===== src/rtl/key_debounce_multi.sv =====
// N-channel push-button conditioner: 2-FF synchroniser, press/release debounce,
// debounced level, long-press detect and optional auto-repeat per channel.
module key_debounce_multi #(
  parameter int NUM_KEYS      = 4,
  parameter int ACTIVE_LOW    = 1,
  parameter int DEB_CYCLES    = 20000,
  parameter int LONG_CYCLES   = 500000,
  parameter int REPEAT_CYCLES = 100000
) (
  input  logic                clk,
  input  logic                rst,
  input  logic [NUM_KEYS-1:0] key_in,
  input  logic                repeat_en,
  output logic [NUM_KEYS-1:0] key_level,
  output logic [NUM_KEYS-1:0] key_press,
  output logic [NUM_KEYS-1:0] key_release,
  output logic [NUM_KEYS-1:0] key_long,
  output logic [NUM_KEYS-1:0] key_repeat,
  output logic                key_any
);

  // state     | meaning
  // IDLE      | key released, waiting for an active sample
  // PRESS_CHK | active samples seen, counting towards press acceptance
  // HELD      | press accepted, timing long-press / auto-repeat
  // REL_CHK   | inactive samples seen while held, counting towards release
  typedef enum logic [1:0] {
    IDLE      = 2'd0,
    PRESS_CHK = 2'd1,
    HELD      = 2'd2,
    REL_CHK   = 2'd3
  } state_t;

  localparam int MAX_AB = (DEB_CYCLES > LONG_CYCLES) ? DEB_CYCLES : LONG_CYCLES;
  localparam int MAX_C  = (MAX_AB > REPEAT_CYCLES) ? MAX_AB : REPEAT_CYCLES;
  localparam int CW     = $clog2(MAX_C + 1);

  localparam logic          INACTIVE  = (ACTIVE_LOW != 0);
  localparam logic [CW-1:0] DEB_TC    = CW'(DEB_CYCLES - 1);
  localparam logic [CW-1:0] LONG_TC   = CW'(LONG_CYCLES - 1);
  localparam logic [CW-1:0] REPEAT_TC = CW'(REPEAT_CYCLES - 1);

  logic [NUM_KEYS-1:0] press_nx;

  for (genvar g = 0; g < NUM_KEYS; g++) begin : g_ch
    logic          ff1, ff2, act;
    state_t        state_q, state_d;
    logic [CW-1:0] cnt_q, cnt_d;
    logic          long_done_q, long_done_d;
    logic          level_q, level_d;
    logic          press_q, press_d;
    logic          release_q, release_d;
    logic          long_q, long_d;
    logic          repeat_q, repeat_d;

    assign act = (ACTIVE_LOW != 0) ? ~ff2 : ff2;

    always_ff @(posedge clk) begin
      if (rst) begin
        ff1         <= INACTIVE;
        ff2         <= INACTIVE;
        state_q     <= IDLE;
        cnt_q       <= '0;
        long_done_q <= 1'b0;
        level_q     <= 1'b0;
        press_q     <= 1'b0;
        release_q   <= 1'b0;
        long_q      <= 1'b0;
        repeat_q    <= 1'b0;
      end else begin
        ff1         <= key_in[g];
        ff2         <= ff1;
        state_q     <= state_d;
        cnt_q       <= cnt_d;
        long_done_q <= long_done_d;
        level_q     <= level_d;
        press_q     <= press_d;
        release_q   <= release_d;
        long_q      <= long_d;
        repeat_q    <= repeat_d;
      end
    end

    always_comb begin
      state_d     = state_q;
      cnt_d       = cnt_q;
      long_done_d = long_done_q;
      level_d     = level_q;
      press_d     = 1'b0;
      release_d   = 1'b0;
      long_d      = 1'b0;
      repeat_d    = 1'b0;
      case (state_q)
        IDLE: begin
          cnt_d = '0;
          if (act) state_d = PRESS_CHK;
        end
        PRESS_CHK: begin
          if (!act) begin
            state_d = IDLE;
            cnt_d   = '0;
          end else if (cnt_q == DEB_TC) begin
            state_d     = HELD;
            cnt_d       = '0;
            press_d     = 1'b1;
            level_d     = 1'b1;
            long_done_d = 1'b0;
          end else begin
            cnt_d = cnt_q + CW'(1);
          end
        end
        HELD: begin
          if (!act) begin
            state_d = REL_CHK;
            cnt_d   = '0;
          end else if (!long_done_q && cnt_q == LONG_TC) begin
            long_d      = 1'b1;
            long_done_d = 1'b1;
            cnt_d       = '0;
          end else if (long_done_q && repeat_en && cnt_q == REPEAT_TC) begin
            repeat_d = 1'b1;
            cnt_d    = '0;
          end else if (long_done_q && !repeat_en) begin
            cnt_d = cnt_q;
          end else begin
            cnt_d = cnt_q + CW'(1);
          end
        end
        REL_CHK: begin
          // a bounce back to active keeps long_done so key_long cannot re-fire
          if (act) begin
            state_d = HELD;
            cnt_d   = '0;
          end else if (cnt_q == DEB_TC) begin
            state_d   = IDLE;
            cnt_d     = '0;
            release_d = 1'b1;
            level_d   = 1'b0;
          end else begin
            cnt_d = cnt_q + CW'(1);
          end
        end
        default: begin
          state_d = IDLE;
          cnt_d   = '0;
        end
      endcase
    end

    assign press_nx[g]    = press_d;
    assign key_level[g]   = level_q;
    assign key_press[g]   = press_q;
    assign key_release[g] = release_q;
    assign key_long[g]    = long_q;
    assign key_repeat[g]  = repeat_q;
  end

  always_ff @(posedge clk) begin
    if (rst) key_any <= 1'b0;
    else     key_any <= |press_nx;
  end

endmodule


===== config.mk =====
export PLATFORM = sky130hd
export DESIGN_NAME = key_debounce_multi
export DESIGN_NICKNAME = d
export VERILOG_FILES = /design/src/rtl/key_debounce_multi.sv
export SDC_FILE = /design/constraint.sdc
export NUM_CORES = 1
export LEC_CHECK = 0
export BUFFER_PORTS_ARGS = -buffer_cell sky130_fd_sc_hd__buf_4
export CORE_MARGIN = 3
export CORE_UTILIZATION = 60
export DETAILED_ROUTE_END_ITERATION = 12
export HOLD_SLACK_MARGIN = 0.15
export PLACE_DENSITY_LB_ADDON = 0.12
export SETUP_SLACK_MARGIN = 0.02
export SLEW_MARGIN = 5
export SYNTH_ARGS = -nofsm -noshare
export SYNTH_HDL_FRONTEND = slang
export SYNTH_SLANG_ARGS = --single-unit

===== constraint.sdc =====
create_clock -name clk -period 4.6 [get_ports clk]
set_clock_uncertainty 0.15 [all_clocks]
set_input_delay 0.23 -clock clk [delete_from_list [all_inputs] [get_ports clk]]
set_output_delay 0.23 -clock clk [all_outputs]
set_load 0.02 [all_outputs]

==> run metrics <==
IO buf count=27; Crit Reg-Reg Startpoint=g_ch[1].cnt_q[0]$_SDFFE_PP0P_; Clk Tree Root Cell=clkbuf_8; setup TNS=0 ns; hold_ws=0.259 ns; H-Tree Depth=4; DP Wirelength=7750 um; worst hold start=g_ch[2].ff1$_SDFF_PP1_; setup slack, reg-to-reg=between 1.5 and 2 ns; ant diodes=0; minimum clock period=between 2 and 3 ns; TritonCTS Buffers=17; min-delay worst type=reg2reg; Mapped Area=between 0.005 and 0.006 mm^2; deepest clock path buffer count=2; post-CTS sizing=0; largest net degree at the start of global routing=45; global-route wire length before repair=slightly above 20000 um; syn_area_per_cell=8.42 um^2; maximum VDD drop=approximately 0.27 mV; row count=34; initial antenna violation count=0; critical path data required time=between 4 and 5 ns; Power per Cell Area=approximately 390 mW/mm^2; Syn. warnings=0; First-pass DRT Iterations=5; CP Max Fanout=19; outcome=finished, final reports clean; Worst EP arrival=3.13 ns; synthesis-stage register bit count=about 120; clk slew on worst S/H paths=0.06 ns; fin util=0.721; final instance area=about 0.0064 mm^2; Final ANT Viol Nets=0; worst slew pin tran=approximately 0.94 ns; core area=0.00889 mm^2; Slew Viols, Final=0; Leak Pwr=2.21 nW; # Post-CTS Setup Buffers=0; max_slew headroom=0.366; final setup margin=about 1.7 ns; Max Fclk=347 MHz; Seq/Total Area, Yosys=0.418; CTS tree=built; Post-synth EDFFs=0; Crit Path Class=reg2reg; CP endpoint kind=flip-flop; DRC=0; WHS Path Cells=1; dpl cell area=0.00567 mm^2; Async SR Flop Fraction=0; via-per-instance ratio=between 5 and 6; clk sink count=around 120; Final #Nets=between 600 and 700; Initial Utilization=0.630; Total Wirelength=~12000 um; Die Area=0.0105 mm^2; Hold Fails Final Rpt=0; GRT Resource Usage Total=0.242; chip width=103 um; r2r endpoint=g_ch[1].cnt_q[8]$_SDFFE_PP0P_; vias in the first global route=between 4k and 5k; fin crit share=0.626; layout cell share with drive strength beyond 1=0.130; reg2reg path depth=6; CP Cell Sequence=ha_1 > nand4_1 > nor4_1 > o31a_1 > nor3_1 > a211o_1; num ports=28; RSZ-0062 raised after global routing=false; Hold Path End=g_ch[2].ff2$_SDFF_PP1_; Max stage delay cell, worst path=nor4_1; dpl ws=between 1.5 and 2 ns; Largest stage delay, worst path=~0.66 ns; CP Launch Type=flip-flop; Synth Net Count=676; cell count after synthesis=between 600 and 700; Final setup viols=0; gpl congestion=about 0.86; CTS Hold Bufs=10; worst skew pair latency=approximately 0.51 ns; Post-synth top flop=dfxtp_1; Die Ht=just over 100 um; Initial DRC Count=197; max_cap viols=0; post-synth cell types=between 50 and 60; total gr overflow=0; mean routed wirelength per cell=approximately 15 um; vias post-DR=between 4k and 5k; area added between synthesis and finish=14.5%
[cell usage after synthesis, types with 2 or more instances]
master      n  area [um^2]
or4_1       4         30.0
nor2b_1     4         25.0
o31a_1      2         17.5
nand4_1    29          181
o22ai_1     3         18.8
nor4bb_1    4         40.0
and3_1     17          106
a21o_1      2         15.0
nand2_1    76          285
and4_1      6         52.6
ha_1        4         50.1
or2_1       2         12.5
nor4_1     15         93.8
o21ai_0    16         80.1
nand2b_1    3         18.8
nor3b_2     2         25.0
nor2_1     88          330
inv_1       9         33.8
dfxtp_1   117         2340
or3b_2      5         43.8
and2_1      8         50.1
a31oi_1     2         12.5
a211o_1     4         35.0
nand3_1    34          170
o32ai_1     3         26.3
clkbuf_1   13         48.8
nand3b_1    2         15.0
nor4b_1     5         43.8
xor2_1     39          342
buf_2       6         30.0
nor4_4      2         42.5
xnor2_1    21          184
or3_1      11         68.8
or2_2      13         81.3
o31ai_1     6         45.0
nor3b_1     4         30.0
and3_2      2         15.0
clkbuf_2    2         10.0
buf_4      21          158
a21oi_1    15         75.1
nor3_1     27          135
a211oi_1    2         15.0
[cell type report]
cell class	instances	area, um^2
Inverter	9	33.8
Timing Repair Buffer	38	310
Clock buffer	19	442
Clock inverter	13	204
Tap cell	108	135
Fill cell	679	2480
Multi-Input combinational cell	495	2940
Sequential cell	117	2340
[cells by family after synthesis]
kind of cell / Yosys count / synth area share
xor+xnor: 60 / 0.0939
fa+ha+maj: 4 / 0.00894
flops: 117 / 0.418
buf+inv: 53 / 0.0557
simple gates: 369 / 0.350
compound gates: 62 / 0.0735
[report_power, final]
part / switching (mW) / total (mW) / leakage [nW] / internal [mW]
Sequential: 0.00795 / 1.03 / 0.945 / 1.02
Combinational: 0.0278 / 0.0511 / 0.952 / 0.0233
Clock: 0.461 / 1.42 / 0.318 / 0.961
[worst max-delay path: cells and delay by family, from the launching register on]
kind                     cells  cell delay (ns)
adder cells (fa/ha/maj)      1             0.25
AND/OR/NAND/NOR              3             1.03
flip-flops                   1             0.39
AO/OA/AOI/OAI                2             0.94
[state kept, by name, indices dropped and copies added, names as in the netlist, named ones only]
register / count
g_ch.release_q: 4
key_any: 1
g_ch.cnt_q: 76
g_ch.long_done_q: 4
g_ch.ff2: 4
g_ch.long_q: 4
g_ch.level_q: 4
g_ch.ff1: 4
g_ch.repeat_q: 4
g_ch.press_q: 4
g_ch.state_q: 4
[per-stage QoR]
stage | std cells | power, mW
4_1_cts | 799 | 2.52
5_1_grt | 799 | 2.58
2_1_floorplan | 665 | 1.09
6_report | 799 | 2.50
3_3_place_gp | 757 | 1.10
3_5_place_dp | 757 | 1.10
[routing by layer]
metal | vias to the layer above | global-route usage | share of wire
met3 | 23 | 0.0670 | 0.053
met5 | - | 0 | 0
li1 | 2355 | - | -
met1 | 2180 | 0.307 | 0.45
met2 | 125 | 0.396 | 0.48
met4 | 0 | 0.0858 | 0.014
[placed cells by master, fill, tap and decap left out, types with 3 or more instances in the layout]
cell / count
xnor2_1: 21
nor2_1: 88
and3_1: 17
nand4_1: 29
nor4bb_1: 4
nor3b_1: 4
o31ai_1: 6
inv_1: 9
nor2b_1: 4
xor2_1: 39
nand2b_1: 3
nand2_1: 76
clkinv_4: 3
or3b_2: 5
or3_1: 11
dlygate4sd3_1: 10
clkbuf_8: 3
ha_1: 4
or2_2: 13
or4_1: 4
and4_1: 6
dfxtp_1: 117
o21ai_0: 16
clkinv_2: 4
buf_4: 28
o22ai_1: 3
nor4b_1: 5
nor3_1: 27
a21oi_1: 15
nor4_1: 15
bufinv_16: 5
a211o_1: 4
clkbuf_16: 16
and2_1: 8
nand3_1: 34
o32ai_1: 3
[how the worst max path moves through the flow]
stage	from	endpoint	slack, ns
2_1_floorplan	g_ch[1].cnt_q[0]$_SDFFE_PP0P_	g_ch[1].cnt_q[7]$_SDFFE_PP0P_	2.35
3_3_place_gp	g_ch[1].cnt_q[0]$_SDFFE_PP0P_	g_ch[1].cnt_q[8]$_SDFFE_PP0P_	1.93
3_5_place_dp	g_ch[1].cnt_q[0]$_SDFFE_PP0P_	g_ch[1].cnt_q[8]$_SDFFE_PP0P_	1.78
4_1_cts	g_ch[1].cnt_q[0]$_SDFFE_PP0P_	g_ch[1].cnt_q[8]$_SDFFE_PP0P_	1.74
5_1_grt	g_ch[1].cnt_q[0]$_SDFFE_PP0P_	g_ch[1].cnt_q[11]$_SDFFE_PP0P_	1.48
6_report	g_ch[1].cnt_q[0]$_SDFFE_PP0P_	g_ch[1].cnt_q[8]$_SDFFE_PP0P_	1.72
Power figures use the tool's default switching activity.
